$ cat src/rtl/sd_cmd_engine.sv
// sd_cmd_engine: SD CMD-line engine - serialises a 48-bit command, receives R48/R136 responses,
// checks CRC7 and end bit, enforces NCR timeout and NCC gap, and retries failed attempts.
module sd_cmd_engine #(
    parameter int RESP_TIMEOUT = 64,
    parameter int MAX_RETRIES  = 2,
    parameter int NCC_CYCLES   = 8
) (
    input  logic         iclk,
    input  logic         irst_n,
    input  logic         icmd_sd,
    output logic         ocmd_sd,
    output logic         ocmd_oe,
    input  logic         istart_valid,
    output logic         ostart_ready,
    input  logic [5:0]   icmd_index,
    input  logic [31:0]  icmd_arg,
    input  logic [1:0]   iresp_type,
    output logic [119:0] oresp,
    output logic         odone,
    output logic         oerr_timeout,
    output logic         oerr_crc,
    output logic         oerr_end,
    output logic [1:0]   oattempts
);
    typedef enum logic [2:0] {S_IDLE, S_TX, S_WAIT, S_RX, S_CRC, S_END, S_GAP} state_t;

    localparam logic [15:0] TO_LAST  = 16'(RESP_TIMEOUT - 1);
    localparam logic [15:0] GAP_LAST = 16'(NCC_CYCLES - 1);

    state_t         r_state, w_next;
    logic [15:0]    r_cnt;
    logic [5:0]     r_idx;
    logic [31:0]    r_arg;
    logic [1:0]     r_type, r_att;
    logic [6:0]     r_crc;
    logic [119:0]   r_resp;
    logic           r_done, r_err_to, r_err_crc, r_err_end;
    logic           r_f_to, r_f_crc, r_f_end;
    logic [39:0]    w_frame;
    logic           w_txbit, w_final, w_hdr;
    logic [15:0]    w_rx_last;

    function automatic logic [6:0] crc7_step(input logic [6:0] c, input logic b);
        return {c[5:0], 1'b0} ^ ((b ^ c[6]) ? 7'h09 : 7'h00);
    endfunction

    assign w_frame      = {2'b01, r_idx, r_arg};
    assign w_txbit      = (r_cnt < 16'd40) ? w_frame[6'd39 - r_cnt[5:0]] :
                          (r_cnt < 16'd47) ? r_crc[6] : 1'b1;
    assign w_final      = !(r_f_to || r_f_crc || r_f_end) || (r_att == 2'(MAX_RETRIES));
    // R136 carries 7 header bits that are neither stored nor covered by the CRC
    assign w_hdr        = (r_type == 2'b11) && (r_cnt < 16'd7);
    assign w_rx_last    = (r_type == 2'b11) ? 16'd126 : 16'd38;
    assign ocmd_oe      = (r_state == S_TX);
    assign ocmd_sd      = ocmd_oe ? w_txbit : 1'b1;
    assign ostart_ready = (r_state == S_IDLE);
    assign oresp        = r_resp;
    assign odone        = r_done;
    assign oerr_timeout = r_err_to;
    assign oerr_crc     = r_err_crc;
    assign oerr_end     = r_err_end;
    assign oattempts    = r_att;

    always_comb begin
        w_next = r_state;
        case (r_state)
            S_IDLE:  if (istart_valid) w_next = S_TX;
            S_TX:    if (r_cnt == 16'd47) w_next = (r_type == 2'b00) ? S_GAP : S_WAIT;
            S_WAIT:  if (!icmd_sd) w_next = S_RX; else if (r_cnt == TO_LAST) w_next = S_GAP;
            S_RX:    if (r_cnt == w_rx_last) w_next = S_CRC;
            S_CRC:   if (r_cnt == 16'd6) w_next = S_END;
            S_END:   w_next = S_GAP;
            S_GAP:   if (r_cnt == GAP_LAST) w_next = w_final ? S_IDLE : S_TX;
            default: w_next = S_IDLE;
        endcase
    end

    always_ff @(posedge iclk or negedge irst_n) begin
        if (!irst_n) begin
            r_state <= S_IDLE;
            r_cnt   <= '0;
        end else begin
            r_state <= w_next;
            r_cnt   <= (w_next != r_state) ? '0 : r_cnt + 16'd1;
        end
    end

    always_ff @(posedge iclk or negedge irst_n) begin
        if (!irst_n) begin
            r_idx     <= '0;
            r_arg     <= '0;
            r_type    <= '0;
            r_att     <= '0;
            r_crc     <= '0;
            r_resp    <= '0;
            r_done    <= 1'b0;
            r_err_to  <= 1'b0;
            r_err_crc <= 1'b0;
            r_err_end <= 1'b0;
            r_f_to    <= 1'b0;
            r_f_crc   <= 1'b0;
            r_f_end   <= 1'b0;
        end else begin
            r_done <= 1'b0;
            case (r_state)
                S_IDLE: if (istart_valid) begin
                    r_idx     <= icmd_index;
                    r_arg     <= icmd_arg;
                    r_type    <= iresp_type;
                    r_att     <= '0;
                    r_crc     <= '0;
                    r_err_to  <= 1'b0;
                    r_err_crc <= 1'b0;
                    r_err_end <= 1'b0;
                    r_f_to    <= 1'b0;
                    r_f_crc   <= 1'b0;
                    r_f_end   <= 1'b0;
                end
                S_TX:   r_crc <= (r_cnt < 16'd40) ? crc7_step(r_crc, w_txbit) : {r_crc[5:0], 1'b0};
                S_WAIT: if (!icmd_sd) begin
                    r_crc  <= '0;
                    r_resp <= '0;
                end else if (r_cnt == TO_LAST) r_f_to <= 1'b1;
                S_RX:   if (!w_hdr) begin
                    r_crc  <= crc7_step(r_crc, icmd_sd);
                    r_resp <= {r_resp[118:0], icmd_sd};
                end
                S_CRC: begin
                    if (icmd_sd != r_crc[6] && r_type != 2'b10) r_f_crc <= 1'b1;
                    r_crc <= {r_crc[5:0], 1'b0};
                end
                S_END:  if (!icmd_sd) r_f_end <= 1'b1;
                S_GAP:  if (r_cnt == GAP_LAST) begin
                    // flags of a retried attempt are dropped; only the final attempt reports
                    r_crc   <= '0;
                    r_f_to  <= 1'b0;
                    r_f_crc <= 1'b0;
                    r_f_end <= 1'b0;
                    if (w_final) begin
                        r_done    <= 1'b1;
                        r_err_to  <= r_f_to;
                        r_err_crc <= r_f_crc;
                        r_err_end <= r_f_end;
                    end else r_att <= r_att + 2'd1;
                end
                default: ;
            endcase
        end
    end
endmodule

$ cat config.mk
export PLATFORM = sky130hd
export DESIGN_NAME = sd_cmd_engine
export DESIGN_NICKNAME = d
export VERILOG_FILES = /design/src/rtl/sd_cmd_engine.sv
export SDC_FILE = /design/constraint.sdc
export NUM_CORES = 1
export LEC_CHECK = 0
export CAP_MARGIN = 25
export CORE_UTILIZATION = 50
export CTS_BUF_LIST = sky130_fd_sc_hd__clkbuf_4 sky130_fd_sc_hd__clkbuf_8 sky130_fd_sc_hd__clkbuf_16
export DETAILED_ROUTE_END_ITERATION = 8
export PLACE_DENSITY = 0.78
export SYNTH_ARGS = -nofsm -noshare
export SYNTH_HDL_FRONTEND = slang
export SYNTH_SLANG_ARGS = --single-unit
$ cat constraint.sdc
create_clock -name iclk -period 5.5 [get_ports iclk]
set_input_delay 1.65 -clock iclk [delete_from_list [all_inputs] [get_ports iclk]]
set_output_delay 1.65 -clock iclk [all_outputs]
set_load 0.01 [all_outputs]
==> results.md, run 1 <==
* Status: completed
* Reg-to-reg slack, setup at 2.63 ns
* Pleak at 4.711 nW
* DR DRC count at 0
* First-pass GRT wire length at 31890 um
* Initial drt markers at 362
* Syn_area_per_cell at 9.143 um2
* Reg2reg start: r_cnt[0]
* CP Launch Point: r_cnt[0]
* Data required time of the worst path at 3.85 ns
* Wire per inst at 14.22 um
* Clock skew at 0.01241 ns
* RSZ-0062 raised after global routing: no
* Int Pwr at 2.826 mW
* Total congestion overflow at 0
* Finished Cell Area at 0.01096 mm2
* CTS Sinks at 195
* Antenna Violating Nets Remaining at 0
* Core area at 0.01658 mm2
* Post-synth top area cell: dfrtp_1
* Clock Tree Buf Depth at 2
* Detailed Routing Iterations Pass 1 at 5
* Max-cap violations at 0
* FMAX at 0.2037 GHz
* Area delta synth->final at 28.72%
* Final setup violation count at 0
* Gpl congestion at 0.8311
* Hold WC Path Type: flop to flop
* Hold_sp: r_arg[2]
* Vias at 6716
* CTS-repair resized insts at 0
* Placed inst area at 0.01030 mm2
* Chip width at 132.5 um
* Clock network power share at 30.5%
* Crit Path Max Fanout at 14
* PD cells at 391.7 mW/mm2
* Vias in the first global route at 6391
* Worst Setup Path Type: flop to primary output
* # hold bufs at CTS at 0
* Yosys cell types at 52
* Detailed Place HPWL at 12440 um
* Hold EP: r_arg[2]
* Worst reg2reg path depth at 8
* Cell row count at 47
* Pin count of the biggest net entering global routing at 121
* Ant. Diodes at 0
* Setup bufs post-CTS at 0
* Net Count, Synth at 980
* CTS tree: yes
* I/O pin count at 173
* Routed WL at 18540 um
* Fraction of layout cells with a size suffix above 1 at 4.982%
* Initial antenna violation count at 0
* Yosys warnings at 0
* Net Sw Frac at 34.17%
* Most frequent cell after synthesis: nand2_1
* Hold path cells at 2
* Synth top area share at 57.33%
* # fillers at 1335
* Max Slew Vio Count at 0
* Final min period at 4.909 ns
* Crit end category: primary output
* Port buffer count at 172
* Pwr Total at 4.292 mW
* Final period util at 89.26%
* FF-to-FF End: oresp[33]
* Commonest cells post-synth: nand2_1, dfrtp_1, o21ai_0
* Die height at 132.5 um
* Post-synthesis register bit count at 195
* DR vias/cell at 5.150
* GRT Overall Usage at 22.58%
* Register area share after synthesis at 57.33%
* Clk Latency, worst-skew pair at 0.43 ns
* Number of buffers created by CTS at 17
* Setup TNS at 0 ns
* VDD IR-drop max at 227.8 uV
* H-Tree Depth at 4
* Comb power frac at 26.7%
* Initial Util at 51.33%
* Post-synth EDFFs at 0
* Synthesized netlist cell count at 931
* FFs w/ async S/R, synth at 100.0%
* Final #Nets at 1120
* Area of the mapped netlist at 0.008512 mm2
* Startpoint Class: flop
* Predominant post-synthesis flop cell: dfrtp_1
* Root Driver: clkbuf_16
* Relative slew slack at 37.63%
* Worst slew pin tran at 0.9355 ns
* Psw at 1.466 mW
* Synth top area cells: dfrtp_1, nand2_1, o21ai_0
* Crit path arrival time at 3.26 ns
* Sequential Power Share at 42.8%
* Fin. Hold Viols at 0
* Die area at 0.01755 mm2
* Clock-pin slew on the worst setup and hold paths at 0.07 ns
## cell usage in the layout (no fill, tap or decap), types with 3 or more instances in the layout
master | netlist | final
a21oi_1 | 6 | 6
a22o_1 | 5 | 5
a32o_1 | 3 | 3
and3_1 | 3 | 3
buf_4 | 17 | 5
bufinv_16 | 0 | 3
clkbuf_16 | 0 | 17
clkdlybuf4s50_1 | 0 | 171
clkinv_2 | 0 | 3
dfrtp_1 | 195 | 195
ha_1 | 5 | 5
inv_1 | 12 | 12
mux2i_1 | 3 | 3
mux4_1 | 8 | 8
nand2_1 | 385 | 384
nand3_1 | 17 | 17
nand4_1 | 4 | 4
nor2_1 | 29 | 28
nor2b_1 | 5 | 5
nor3_1 | 8 | 8
nor4_1 | 4 | 4
o21ai_0 | 70 | 70
o21ai_1 | 60 | 60
or4_1 | 3 | 3
xnor2_1 | 10 | 10
xor2_1 | 8 | 8
## cell families (layout without fill, tap and decap cells)
family          after synthesis  count (layout)  synth area share [%]
simple gates                472             472                 22.53
flops                       195             195                 57.33
compound gates              158             158                 10.36
buf+inv                      71             224                 4.101
xor+xnor                     18              18                 1.852
mux                          12              12                 3.087
fa+ha+maj                     5               5                0.7350
## cell type report
type | count | area, um2 | share of cell area [%]
multi-input cells | 665 | 3298 | 30.10
flip-flops and latches | 195 | 4880 | 44.54
clock buffers | 17 | 425.4 | 3.883
well taps | 220 | 275.3 | 2.512
clock inverters | 15 | 202.7 | 1.850
inverters | 12 | 45.04 | 0.4111
repair buffers | 180 | 1831 | 16.71
## per-stage QoR
stage	worst slack (ns)	util, %	hold slack [ns]	std cells
detailed placement	1.038	62.12	0.4618	1271
floorplan	1.895	-	0.4373	931
global route	0.4482	66.07	0.5071	1304
CTS	0.5652	65.90	0.4803	1303
finish	0.5905	66.07	0.4716	1304
global placement	1.085	62.12	0.4546	1271
## sequential cells by signal, indices dropped and copies added (netlist names)
name,count
oerr_crc,1
odone,1
r_cnt,16
r_type,2
oerr_timeout,1
r_f_to,1
oresp,120
r_state,3
oattempts,2
r_crc,7
r_f_end,1
r_arg,32
r_idx,6
oerr_end,1
r_f_crc,1
## power by group through the flow
stage                     logic, mW  clock network [mW]  registers, mW
after floorplan               0.969                   0           1.76
after global placement         1.12                   0           1.86
after detailed placement       1.15                   0           1.86
after CTS                      1.16                1.33           1.84
after global routing           1.30                1.40           1.87
final                          1.15                1.31           1.84
## worst max-delay path, cell delays in order (launching register included)
cell	delay, ns
dfrtp_1	0.71
mux4_1	0.62
o32ai_1	0.27
nor4_1	0.09
o21ai_1	0.24
a21oi_1	0.09
or3_1	0.31
clkdlybuf4s50_1	0.49
## worst max path at each step
| stage | endpoint | slack (ns) | cells after the start |
|---|---|---|---|
| final | ocmd_sd | 0.59 | 7 |
| after global routing | ocmd_sd | 0.45 | 7 |
| after CTS | ocmd_sd | 0.57 | 7 |
| after detailed placement | ocmd_sd | 1.04 | 7 |
| after global placement | ocmd_sd | 1.09 | 7 |
| after floorplan | ocmd_sd | 1.90 | 9 |
## layer usage
metal	wire length [um]	vias up	global-route usage [%]	share of wire, %
li1	-	3329	-	-
met1	8822	3171	32.56	48
met2	8598	201	34.62	46
met3	943	15	5.057	5.1
met4	174	0	6.066	0.94
met5	0	-	0	0
Power figures use the tool's default switching activity.
==> run 2, diff against run 1 <==
--- a/config.mk
+++ b/config.mk
@@ -8,6 +8,7 @@
 export CAP_MARGIN = 25
 export CORE_UTILIZATION = 50
 export CTS_BUF_LIST = sky130_fd_sc_hd__clkbuf_4 sky130_fd_sc_hd__clkbuf_8 sky130_fd_sc_hd__clkbuf_16
+export CTS_CLUSTER_DIAMETER = 30
 export DETAILED_ROUTE_END_ITERATION = 8
 export PLACE_DENSITY = 0.78
 export SYNTH_ARGS = -nofsm -noshare
==> results of run 2 <==
The final DEF is identical to that of run 1; final timing and power are the same.
==> run 3, diff against run 2 <==
--- a/config.mk
+++ b/config.mk
@@ -7,9 +7,10 @@
 export LEC_CHECK = 0
 export CAP_MARGIN = 25
 export CORE_UTILIZATION = 50
-export CTS_BUF_LIST = sky130_fd_sc_hd__clkbuf_4 sky130_fd_sc_hd__clkbuf_8 sky130_fd_sc_hd__clkbuf_16
+export CTS_BUF_LIST = sky130_fd_sc_hd__clkbuf_8
 export CTS_CLUSTER_DIAMETER = 30
 export DETAILED_ROUTE_END_ITERATION = 8
+export GPL_ROUTABILITY_DRIVEN = 0
 export PLACE_DENSITY = 0.78
 export SYNTH_ARGS = -nofsm -noshare
 export SYNTH_HDL_FRONTEND = slang
==> results.md, run 3 (same netlist as run 1, synthesis figures left out) <==
* Status: completed
* Clock skew at 0.01452 ns (+0.002104 ns)
* Reg-to-reg slack, setup at 2.62 ns (about the same)
* CP max stage cell: dfrtp_1
* Relative slew slack at 37.71% (+0.075 points)
* Int Pwr at 2.557 mW (-9.5%)
* Crit path arrival time at 3.31 ns (+0.05 ns)
* Clock-pin slew on the worst setup and hold paths at 0.10 ns (+0.03 ns)
* Initial drt markers at 344 (-5.0%)
* Worst slew pin tran at 0.9344 ns (-0.001119 ns)
* Crit end category: primary output
* Final Core Density at 64.92% (-1.2 points)
* Max-cap violations at 0 (unchanged)
* Wire per inst at 14.16 um (-0.36%)
* FMAX at 0.2018 GHz (-0.92%)
* PD cells at 370.0 mW/mm2 (-5.5%)
* CTS-repair resized insts at 0 (unchanged)
* Final #Nets at 1120 (unchanged)
* First-pass GRT wire length at 31780 um (-0.34%)
* Vias at 6653 (-0.94%)
* Initial Util at 51.33% (unchanged)
* Sequential Power Share at 46.1% (+3.3 points)
* Detailed Place HPWL at 12440 um (unchanged)
* Die height at 132.5 um (unchanged)
* Hold WC Path Type: flop to flop
* Data required time of the worst path at 3.85 ns (about the same)
* Commonest non-fill, non-tap cells in the layout: nand2_1, dfrtp_1, clkdlybuf4s50_1
* Antenna Violating Nets Remaining at 0 (unchanged)
* Comb power frac at 28.7% (+2.0 points)
* VDD IR-drop max at 216.3 uV (-5.0%)
* Hold EP: r_arg[2]
* DR DRC count at 0 (unchanged)
* Cells after DPL at 1271 (unchanged)
* RSZ-0062 raised after global routing: no
* Crit Path Max Fanout at 14 (unchanged)
* Hold path cells at 2 (unchanged)
* Die area at 0.01755 mm2 (unchanged)
* Commonest non-fill, non-tap cell in the layout: nand2_1
* Pin count of the biggest net entering global routing at 121 (unchanged)
* Pleak at 4.624 nW (-1.9%)
* Delay-heaviest family, CP: flip-flops
* Detailed Routing Iterations Pass 1 at 4 (-1)
* CTS Sinks at 195 (unchanged)
* DR vias/cell at 5.102 (-0.94%)
* GRT Overall Usage at 22.52% (-0.055 points)
* Ant. Diodes at 0 (unchanged)
* Clk Latency, worst-skew pair at 0.46 ns (+0.03 ns)
* Final setup violation count at 0 (unchanged)
* Routed WL at 18470 um (-0.36%)
* Max reg flops at 120 (unchanged)
* Max Slew Vio Count at 0 (unchanged)
* Setup TNS at 0 ns (unchanged)
* Initial antenna violation count at 0 (unchanged)
* Worst Setup Path Type: flop to primary output
* Psw at 1.426 mW (-2.7%)
* # hold bufs at CTS at 0 (unchanged)
* Startpoint Class: flop
* Reg2reg start: r_cnt[0]
* Total congestion overflow at 0 (unchanged)
* Net Sw Frac at 35.81% (+1.6 points)
* Final min period at 4.955 ns (+0.04579 ns)
* FF-to-FF End: oresp[33]
* Cell row count at 47 (unchanged)
* Chip width at 132.5 um (unchanged)
* Hold_sp: r_arg[2]
* Fin. Hold Viols at 0 (unchanged)
* Setup bufs post-CTS at 0 (unchanged)
* Non-filler cells, final at 1304 (unchanged)
* Critical-path cell list: mux4_1 > o32ai_1 > nor4_1 > o21ai_1 > a21oi_1 > or3_1 > clkdlybuf4s50_1
* Port buffer count at 172 (unchanged)
* Clock network power share at 25.1% (-5.4 points)
* Clock Tree Buf Depth at 2 (unchanged)
* WP buf/inv at 1 (unchanged)
* H-Tree Depth at 4 (unchanged)
* I/O pin count at 173 (unchanged)
* Vias in the first global route at 6358 (-0.52%)
* Area delta synth->final at 26.47%
* Final period util at 90.10% (+0.83 points)
* Worst reg2reg path depth at 8 (unchanged)
* Root Driver: clkbuf_8
* Core area at 0.01658 mm2 (unchanged)
* Number of buffers created by CTS at 17 (unchanged)
* CTS tree: yes
* Fraction of layout cells with a size suffix above 1 at 4.982% (unchanged)
* Slowest stage delay, CP at 0.73 ns (+0.02 ns)
[run 3: power groups by stage]
| stage | logic, mW | clock network, mW | registers [mW] |
|---|---|---|---|
| 2_1_floorplan | 0.969 | 0 | 1.76 |
| 3_3_place_gp | 1.12 | 0 | 1.86 |
| 3_5_place_dp | 1.15 | 0 | 1.86 |
| 4_1_cts | 1.15 | 1.03 | 1.84 |
| 5_1_grt | 1.30 | 1.09 | 1.87 |
| 6_report | 1.14 | 1.00 | 1.84 |
[run 3: layout make-up]
type | instances | area [um2]
Fill cell | 1367 | 5818
Sequential cell | 195 | 4880
Multi-Input combinational cell | 665 | 3298
Timing Repair Buffer | 180 | 1831
Tap cell | 220 | 275.3
Clock buffer | 17 | 234.0
Clock inverter | 15 | 202.7
Inverter | 12 | 45.04
[run 3: per-layer routing]
metal  GRT usage, %  up-vias  routed length, um
met5              0        -                  0
met4          7.535        0                294
met3          4.253       24                923
met2          34.27      191               8357
met1          32.65     3114               8896
li1               -     3324                  -
[run 3: worst max path at each step]
stage	end	from	depth (start not counted)	slack, ns
global route	ocmd_sd	r_cnt[0]	7	0.40
global placement	ocmd_sd	r_cnt[0]	7	1.09
floorplan	ocmd_sd	r_cnt[3]	9	1.90
finish	ocmd_sd	r_cnt[0]	7	0.54
CTS	ocmd_sd	r_cnt[0]	7	0.51
detailed placement	ocmd_sd	r_cnt[0]	7	1.04
[run 3: worst min-delay path: cells and delay by family (launching register included)]
family | cells | cell delay, ns
simple gates | 2 | 0.10
flops | 1 | 0.35
[run 3: through the flow]
step | power [mW] | cell area (um2) | setup WS [ns] | hold slack (ns)
detailed placement | 3.009 | 10300 | 1.038 | 0.4618
global route | 4.259 | 10770 | 0.3958 | 0.5072
CTS | 4.014 | 10740 | 0.5089 | 0.4861
global placement | 2.982 | 10300 | 1.085 | 0.4546
floorplan | 2.724 | 8512 | 1.895 | 0.4373
finish | 3.983 | 10770 | 0.5447 | 0.4795
